`config.mk`:
```
export PLATFORM = sky130hd
export DESIGN_NAME = instr_prefetch_buf
export DESIGN_NICKNAME = d
export VERILOG_FILES = /design/src/rtl/instr_prefetch_pkg.sv /design/src/rtl/instr_prefetch_buf_fifo.sv /design/src/rtl/instr_prefetch_buf.sv
export SDC_FILE = /design/constraint.sdc
export NUM_CORES = 1
export LEC_CHECK = 0
export ABC_AREA = 1
export ABC_CLOCK_PERIOD_IN_PS = 24400
export CAP_MARGIN = 10
export CORE_MARGIN = 2
export CORE_UTILIZATION = 65
export CTS_CLUSTER_DIAMETER = 80
export DETAILED_ROUTE_END_ITERATION = 10
export DONT_BUFFER_PORTS = 1
export PLACE_DENSITY_LB_ADDON = 0.15
export SYNTH_ARGS = -nofsm -noshare
export SYNTH_HDL_FRONTEND = slang
export SYNTH_SLANG_ARGS = --single-unit
```
`constraint.sdc`:
```
create_clock -name clk -period 24.4 [get_ports clk]
set_input_delay 4.88 -clock clk [delete_from_list [all_inputs] [get_ports clk]]
set_output_delay 4.88 -clock clk [all_outputs]
set_load 0.1 [all_outputs]
```
`src/rtl/instr_prefetch_pkg.sv`:
```
// -----------------------------------------------------------------------------
// instr_prefetch_pkg
// Shared types and constants for the instruction prefetch buffer.
//   FETCH_ADDR_WIDTH : byte-address width of the instruction memory port
//   FETCH_DATA_WIDTH : instruction word width
//   WORD_BYTES       : byte stride between consecutive instruction words
//   fetch_entry_t    : one buffered instruction, {addr, data}
// -----------------------------------------------------------------------------
package instr_prefetch_pkg;

    localparam int FETCH_ADDR_WIDTH = 16;
    localparam int FETCH_DATA_WIDTH = 32;
    localparam int WORD_BYTES       = FETCH_DATA_WIDTH / 8;

    typedef struct packed {
        logic [FETCH_ADDR_WIDTH-1:0] addr;
        logic [FETCH_DATA_WIDTH-1:0] data;
    } fetch_entry_t;

endpackage

```
`src/rtl/instr_prefetch_buf_fifo.sv`:
```
// -----------------------------------------------------------------------------
// prefetch_fifo
// Small synchronous-write FIFO of fetch_entry_t. The head is read straight out
// of the storage registers, so a word pushed this cycle is visible next cycle
// at the earliest (no fall-through).
// Ports:
//   clk, rst    : clock, asynchronous active-high reset
//   flush       : drop all entries (wins over push/pop)
//   push, entry : write entry at the tail
//   pop         : advance the head (caller guarantees count != 0)
//   count       : number of valid entries, 0..DEPTH
//   head        : entry at the read pointer
// -----------------------------------------------------------------------------
module prefetch_fifo
    import instr_prefetch_pkg::*;
#(
    parameter int DEPTH = 4
) (
    input  logic                       clk,
    input  logic                       rst,
    input  logic                       flush,
    input  logic                       push,
    input  fetch_entry_t               entry,
    input  logic                       pop,
    output logic [$clog2(DEPTH+1)-1:0] count,
    output fetch_entry_t               head
);

    localparam int PW = $clog2(DEPTH);
    localparam int CW = $clog2(DEPTH + 1);

    fetch_entry_t   mem [DEPTH];
    logic [PW-1:0]  rd_ptr;
    logic [PW-1:0]  wr_ptr;

    // NOTE: storage is reset too, so the head reads as all-zero out of reset
    // instead of X; the memory is tiny, so flops rather than a RAM macro.
    always_ff @(posedge clk or posedge rst) begin
        if (rst) begin
            for (int i = 0; i < DEPTH; i++) begin
                mem[i] <= '0;
            end
            rd_ptr <= '0;
            wr_ptr <= '0;
            count  <= '0;
        end else if (flush) begin
            rd_ptr <= '0;
            wr_ptr <= '0;
            count  <= '0;
        end else begin
            // NOTE: non-blocking assignments throughout, so every register
            // samples the pre-edge values regardless of statement order.
            if (push) begin
                mem[wr_ptr] <= entry;
                wr_ptr      <= wr_ptr + PW'(1);
            end
            if (pop) begin
                rd_ptr <= rd_ptr + PW'(1);
            end
            count <= count + CW'(push) - CW'(pop);
        end
    end

    assign head = mem[rd_ptr];

endmodule

```
`src/rtl/instr_prefetch_buf.sv`:
```
// -----------------------------------------------------------------------------
// instr_prefetch_buf
// Walks a fetch PC, issues single-word reads to a fixed one-cycle-latency
// instruction memory, buffers returned words with their address and presents
// them to the core as a valid/ready stream. A branch flushes the buffer and
// discards the in-flight read. The memory-side write enable and byte enables
// are tied off outside this block; it only reads.
// Ports:
//   clk, rst          : clock, asynchronous active-high reset
//   enable_i          : allow new reads
//   branch_i          : one-cycle redirect strobe, branch_addr_i = target
//   instr_valid_o/instr_rdata_o/instr_addr_o/instr_ready_i : core stream
//   mem_en_o/mem_addr_o/mem_rdata_i : instruction memory read port
// Parameters ADDR_WIDTH/DATA_WIDTH must match the package entry type widths.
// -----------------------------------------------------------------------------
module instr_prefetch_buf
    import instr_prefetch_pkg::*;
#(
    parameter int                    ADDR_WIDTH = FETCH_ADDR_WIDTH,
    parameter int                    DATA_WIDTH = FETCH_DATA_WIDTH,
    parameter int                    DEPTH      = 4,
    parameter logic [ADDR_WIDTH-1:0] BOOT_ADDR  = '0
) (
    input  logic                  clk,
    input  logic                  rst,
    input  logic                  enable_i,
    input  logic                  branch_i,
    input  logic [ADDR_WIDTH-1:0] branch_addr_i,
    output logic                  instr_valid_o,
    output logic [DATA_WIDTH-1:0] instr_rdata_o,
    output logic [ADDR_WIDTH-1:0] instr_addr_o,
    input  logic                  instr_ready_i,
    output logic                  mem_en_o,
    output logic [ADDR_WIDTH-1:0] mem_addr_o,
    input  logic [DATA_WIDTH-1:0] mem_rdata_i
);

    localparam int CW = $clog2(DEPTH + 1);

    logic [ADDR_WIDTH-1:0] pc_q;
    logic                  inflight_q;
    logic [ADDR_WIDTH-1:0] inflight_addr_q;

    logic [CW-1:0]         count;
    fetch_entry_t          head;
    fetch_entry_t          push_entry;
    logic                  pop;
    logic                  push;
    logic                  issue;
    logic [CW:0]           occupancy;

    // A pop implies count >= 1, so the subtraction never underflows.
    assign pop       = instr_valid_o & instr_ready_i & ~branch_i;
    assign push      = inflight_q & ~branch_i;
    assign occupancy = {1'b0, count} + {{CW{1'b0}}, inflight_q} - {{CW{1'b0}}, pop};

    // Credit check reserves a slot for every read still in flight, so the
    // FIFO can never overflow. Gated by rst so mem_en_o is low during reset.
    assign issue = ~rst & enable_i & ~branch_i & (occupancy < (CW+1)'(DEPTH));

    always_comb begin
        // NOTE: every always_comb output gets a default first so no path
        // leaves it unassigned (which would infer a latch).
        push_entry      = '0;
        push_entry.addr = inflight_addr_q;
        push_entry.data = mem_rdata_i;
    end

    always_ff @(posedge clk or posedge rst) begin
        if (rst) begin
            pc_q            <= BOOT_ADDR;
            inflight_q      <= 1'b0;
            inflight_addr_q <= '0;
        end else begin
            inflight_q <= issue;
            if (branch_i) begin
                pc_q <= branch_addr_i & ~ADDR_WIDTH'(WORD_BYTES - 1);
            end else if (issue) begin
                pc_q            <= pc_q + ADDR_WIDTH'(WORD_BYTES);
                inflight_addr_q <= pc_q;
            end
        end
    end

    prefetch_fifo #(
        .DEPTH (DEPTH)
    ) u_fifo (
        .clk   (clk),
        .rst   (rst),
        .flush (branch_i),
        .push  (push),
        .entry (push_entry),
        .pop   (pop),
        .count (count),
        .head  (head)
    );

    assign mem_en_o      = issue;
    assign mem_addr_o    = pc_q;
    assign instr_valid_o = (count != '0);
    assign instr_rdata_o = head.data;
    assign instr_addr_o  = head.addr;

endmodule

```
Word-level counts from Yosys, hierarchy flattened
Index checks and enable logic that the tools add are counted.
- register bits: 232
- input port bits: 53
- output and inout port bits: 66
- logic and storage cells: 55
- add/sub/neg operators: 7
- order comparisons: 4
- mux-type cells: 13
- bitwise operators: 10
- reduce and logical (&&, ||, !) cells: 7
- operators with widths (cell ; number):
    192-bit bitwise mux ; 1
    48-bit 2-to-1 mux ; 3
    48-bit binary-select mux with 2-bit select ; 1
    48-bit demux with 2-bit select ; 1
    16-bit 2-to-1 mux ; 2
    16-bit by 3-bit adder with 16-bit output, second input constant ; 1
    2-bit 2-to-1 mux ; 4
    1-bit bitwise AND ; 6
    3-bit greater-or-equal comparator, second input constant ; 2
    2-bit inverter with 3-bit output ; 2
    2-bit nonzero test ; 3
    2-bit by 1-bit adder with 2-bit output, second input constant ; 2
    3-bit by 1-bit adder with 4-bit output ; 1
    4-bit by 3-bit less-than comparator with 1-bit output, second input constant ; 1
    2-bit AND reduction ; 2
    4-bit by 1-bit subtractor with 4-bit output ; 1
    3-bit by 1-bit adder with 3-bit output ; 1
    3-bit by 1-bit less-than comparator with 1-bit output, second input constant ; 1
    3-bit 2-to-1 mux ; 1
    3-bit nonzero test ; 1
    3-bit by 1-bit subtractor with 3-bit output ; 1
    1-bit inverter ; 2
    1-bit logical AND ; 1

Depth between registers and ports, before layout
- depth in word-level cells: 8
- gate-level depth with buffers: 16
- gate-level depth less buffers: 15

Hierarchy
A second synthesis with hierarchy kept.
- cells, all modules: 1335
- area total of the unflattened synthesis: 10841.6 µm²
- by module, submodules not included (module ; times used ; cells each ; area an instance (µm²) ; seq. area each (µm²)):
    prefetch_fifo ; 1 ; 1081 ; 9082.5 ; 4979.8
    instr_prefetch_buf ; 1 ; 254 ; 1759.2 ; 725.7

Worst setup path after synthesis
No wires, ideal clock.
- path type: input -> output
- start: input port rst
- end: output port mem_en_o
- data arrival time: 10.292 ns
- required time: 19.520 ns
- slack: 9.228 ns
- cell stages on the path: 8
- buffers on the path: 1
- cells stage by stage: inv_1 -> nand2_1 -> nor2_1 -> nand2_1 -> nor2_2 -> nand2_4 -> inv_4 -> buf_12
- cells in the longest elaborated chain, start to end: 4
- ends and longest elaborated chain (what ; RTL line ; text):
    start, declared ; instr_prefetch_buf.sv:25 ; input logic rst,
    1-bit inverter ; instr_prefetch_buf.sv:59 ; assign issue = ~rst & enable_i & ~branch_i & (occupancy < (CW+1)'(DEPTH));
    1-bit bitwise AND (3 in a row) ; instr_prefetch_buf.sv:59 ;
    end, declared ; instr_prefetch_buf.sv:33 ; output logic mem_en_o,
No other way between the ends.

Worst setup path in the final report
- start: input port instr_ready_i
- end: output port mem_en_o
- cells in the longest elaborated chain, start to end: 5
- ends and longest elaborated chain (what ; RTL line ; text):
    start, declared ; instr_prefetch_buf.sv:32 ; input logic instr_ready_i,
    1-bit bitwise AND (2 in a row) ; instr_prefetch_buf.sv:53 ; assign pop = instr_valid_o & instr_ready_i & ~branch_i;
    4-bit by 1-bit subtractor with 4-bit output ; instr_prefetch_buf.sv:55 ; assign occupancy = {1'b0, count} + {{CW{1'b0}}, inflight_q} - {{CW{1'b0}}, pop};
    4-bit by 3-bit less-than comparator with 1-bit output ; instr_prefetch_buf.sv:59 ;
    1-bit bitwise AND ; instr_prefetch_buf.sv:59 ;
No other way between the ends.

==> out/metrics.cfg <==
[synthesis]
synth_cell_types=28
syn_area_sq_um=9950
ys_ff_latch=220
synth_area_leaders=dfrtp_1 (55%), nand2_1 (11%), o21ai_1 (8.8%)
synth.top_cell.area_share_pct=55.3
synth_most_common_cell=nand2_1
synth_ff_type=dfrtp_1
synth_edf_count=0
async_reset_ff_share_pct=100
synth_top_area_cell=dfrtp_1
synthTopCellsByCount=nand2_1 (285), dfrtp_1 (220), o21ai_1 (174)
yosysSeqAreaShare_pct=55.3
synth_cells=1179
ys_warn_count=0
avgSynthCellArea_sq_um=8.44

[drt]
vias=7922
highest_layer=met4
wl_met3_microns=1290
drt_wl_total_microns=22500
routedWlPerCell_microns=16.9
drt-vias-per-instance=5.95
drc=0
drt_first_pass_iters=5
drt-met1-wl_microns=9710
drt_iter0_drc=512
ant_nets=0
met2WireLength_microns=10900

[placement]
dp_cells=1296
dp_hpwl_microns=12600
numPortBuffers=0
dp_worst_setup_slack_ps=12810
post_dp_cell_area_sq_um=10200
finalWeightedCongestion=0.864

[die]
rows=45
ios=119
fp.dieH_microns=128
initial_core_util_pct=65.9
dieArea_sq_um=16300
die_x_microns=128
core-area_sq_um=15100

[critical_path]
cpLargestDelayFamily=simple AND/OR/NAND/NOR gates
worst_path_max_delay_cell=inv_4
path_class=in -> out
cp_max_fo=32
worst_ep_arrival_time_ps=6660
max_stage_delay_ps=410
end_kind=output pin
cp_cell_sequence=nand2_1 > nor2_1 > ha_1 > inv_1 > ha_1 > nand3_1 > nand3_1 > nand2_1 > nor2_2 > nand2_4 > inv_4
cp.required_ps=19520
crit_buf_inv=2
start_kind=input pin

[global_route]
grt_max_degree=150
first_global_vias=7510
track_usage_pct=28.0
overflow=0
antenna_found_initial=0
grt_pass1_wl_microns=37000

[final_layout]
fillers=1190
finish.instance_area_sq_um=10900
final_util_pct=72.1
instances_no_fill=1332
diodes=0
ff_latch_area_sq_um=5510
drive_gt1_share_pct=9.79
nets=1196
multi_input_area_sq_um=4060
syn2layout_area_growth_pct=9.41

[power_and_ir_drop]
cellPowerDensity_nw_per_um2=146
p_total_mw=1.59
power.leakage_nw=5.27
ir_drop_mv=0.0886

[cts]
cts_tree=done
clock_latency_ps=490
cts_resized=0
cts-root-buf=clkbuf_16
htree_levels=1
cts.sinks=220
post-cts-setup-buffers=0
holdBufCountCts=0
clk_pin_slew_ps=60
cts_buffers=23
clock_path_buffers=3

[sta]
hold_ws_ps=479
tightest_slew_ps=1190
hold_violations=0
rsz0062_at_grt=no
final.setup_skew_ps=6.41
worst_slack_ps=12860
fin_tns_setup_ps=0
fin_crit_ps=11540
setup_viol=0
max_freq_ghz=0.0867
slew_headroom_pct=20.8
slew_viol_final=0
period_share_pct=47.3

[min_path]
min_path_type=reg -> reg

[job]
maxCapViolations=0

[outcome]
status=completed

==> worst reg2reg max path, cell delays in order (launching register included) <==
cell	delay, ps
dfrtp_1	410
inv_1	90
nand3_1	840
nand2_1	340
nor2_1	70
ha_1	210
inv_1	70
ha_1	240
nand3_1	110
a21oi_1	80
nor2_2	150
nand2_4	230
inv_4	420
nand2_1	130
o21ai_2	90
==> layout by cell type (no fill, tap or decap), types with 2 or more instances in the layout <==
master	netlist	layout
o21ai_0	120	120
clkbuf_1	32	3
clkinv_2	0	2
clkbuf_16	0	23
nor2_1	103	103
o22ai_2	0	46
clkbuf_8	0	6
nand4_1	6	6
a21oi_1	8	8
nand2_1	285	281
o21ai_2	6	6
inv_2	2	3
ha_1	9	9
o21ai_1	174	174
nand2_4	2	6
conb_1	1	4
nand3_1	32	32
dfrtp_1	220	219
inv_1	70	68
buf_4	6	10
nor2_2	4	4
==> where the power goes <==
part	internal, mW	switching, mW	total (mW)	leakage (nW)
clock network	0.200	0.135	0.334	0.352
logic	0.119	0.627	0.746	1.94
registers	0.436	0.0726	0.508	2.97
total	0.754	0.835	1.59	5.27
==> metal layers <==
layer	GRT usage, %	vias to the layer above
li1	-	3793
met3	4.84	44
met2	47.4	229
met5	0	-
met1	37.1	3856
met4	9.57	0
==> sequential cells by signal, indices dropped and copies added (netlist names) <==
| name | cells |
|---|---|
| u_fifo.rd_ptr | 2 |
| inflight_q | 1 |
| u_fifo.wr_ptr | 2 |
| u_fifo.count | 3 |
| inflight_addr_q | 14 |
| u_fifo.mem | 184 |
| mem_addr_o | 14 |
==> layout make-up <==
cell class / instances / share of cell area, %
clock inverters: 4 / 0.437
repair buffers: 10 / 0.690
clock buffers: 32 / 6.15
flip-flops and latches: 220 / 50.6
inverters: 74 / 2.64
well taps: 188 / 2.16
multi-input cells: 804 / 37.3
==> logic make-up after synthesis <==
kind of cell               Yosys count  synth area share, %
AOI/OAI and AO/OA                  355                 18.7
DFF                                220                 55.3
and+or+nand+nor                    434                 17.4
other                                1               0.0377
xor gates and xnor gates             1               0.0881
adders and majority gates           10                 1.33
buffers and inverters              158                 7.13
==> worst paths after layout <==
| path | start | endpoint | slack, ps | cells after the start |
|---|---|---|---|---|
| hold / removal | u_fifo.mem[67]$_DFFE_PP0P_ | u_fifo.mem[67]$_DFFE_PP0P_ | 480 | 2 |
| hold reg to reg | u_fifo.mem[67]$_DFFE_PP0P_ | u_fifo.mem[67]$_DFFE_PP0P_ | 480 | 2 |
| setup / recovery | instr_ready_i | mem_en_o | 12860 | 11 |
| setup reg to reg | u_fifo.count[1]$_DFF_PP0_ | inflight_addr_q[9]$_DFFE_PP0P_ | 20840 | 14 |
| max in group asynchronous | rst | u_fifo.rd_ptr[0]$_DFFE_PP0P_ | 18420 | 2 |
| min in group asynchronous | rst | mem_addr_o[5]$_DFFE_PP0P_ | 4470 | 1 |
(Power assumes the default switching activity.)
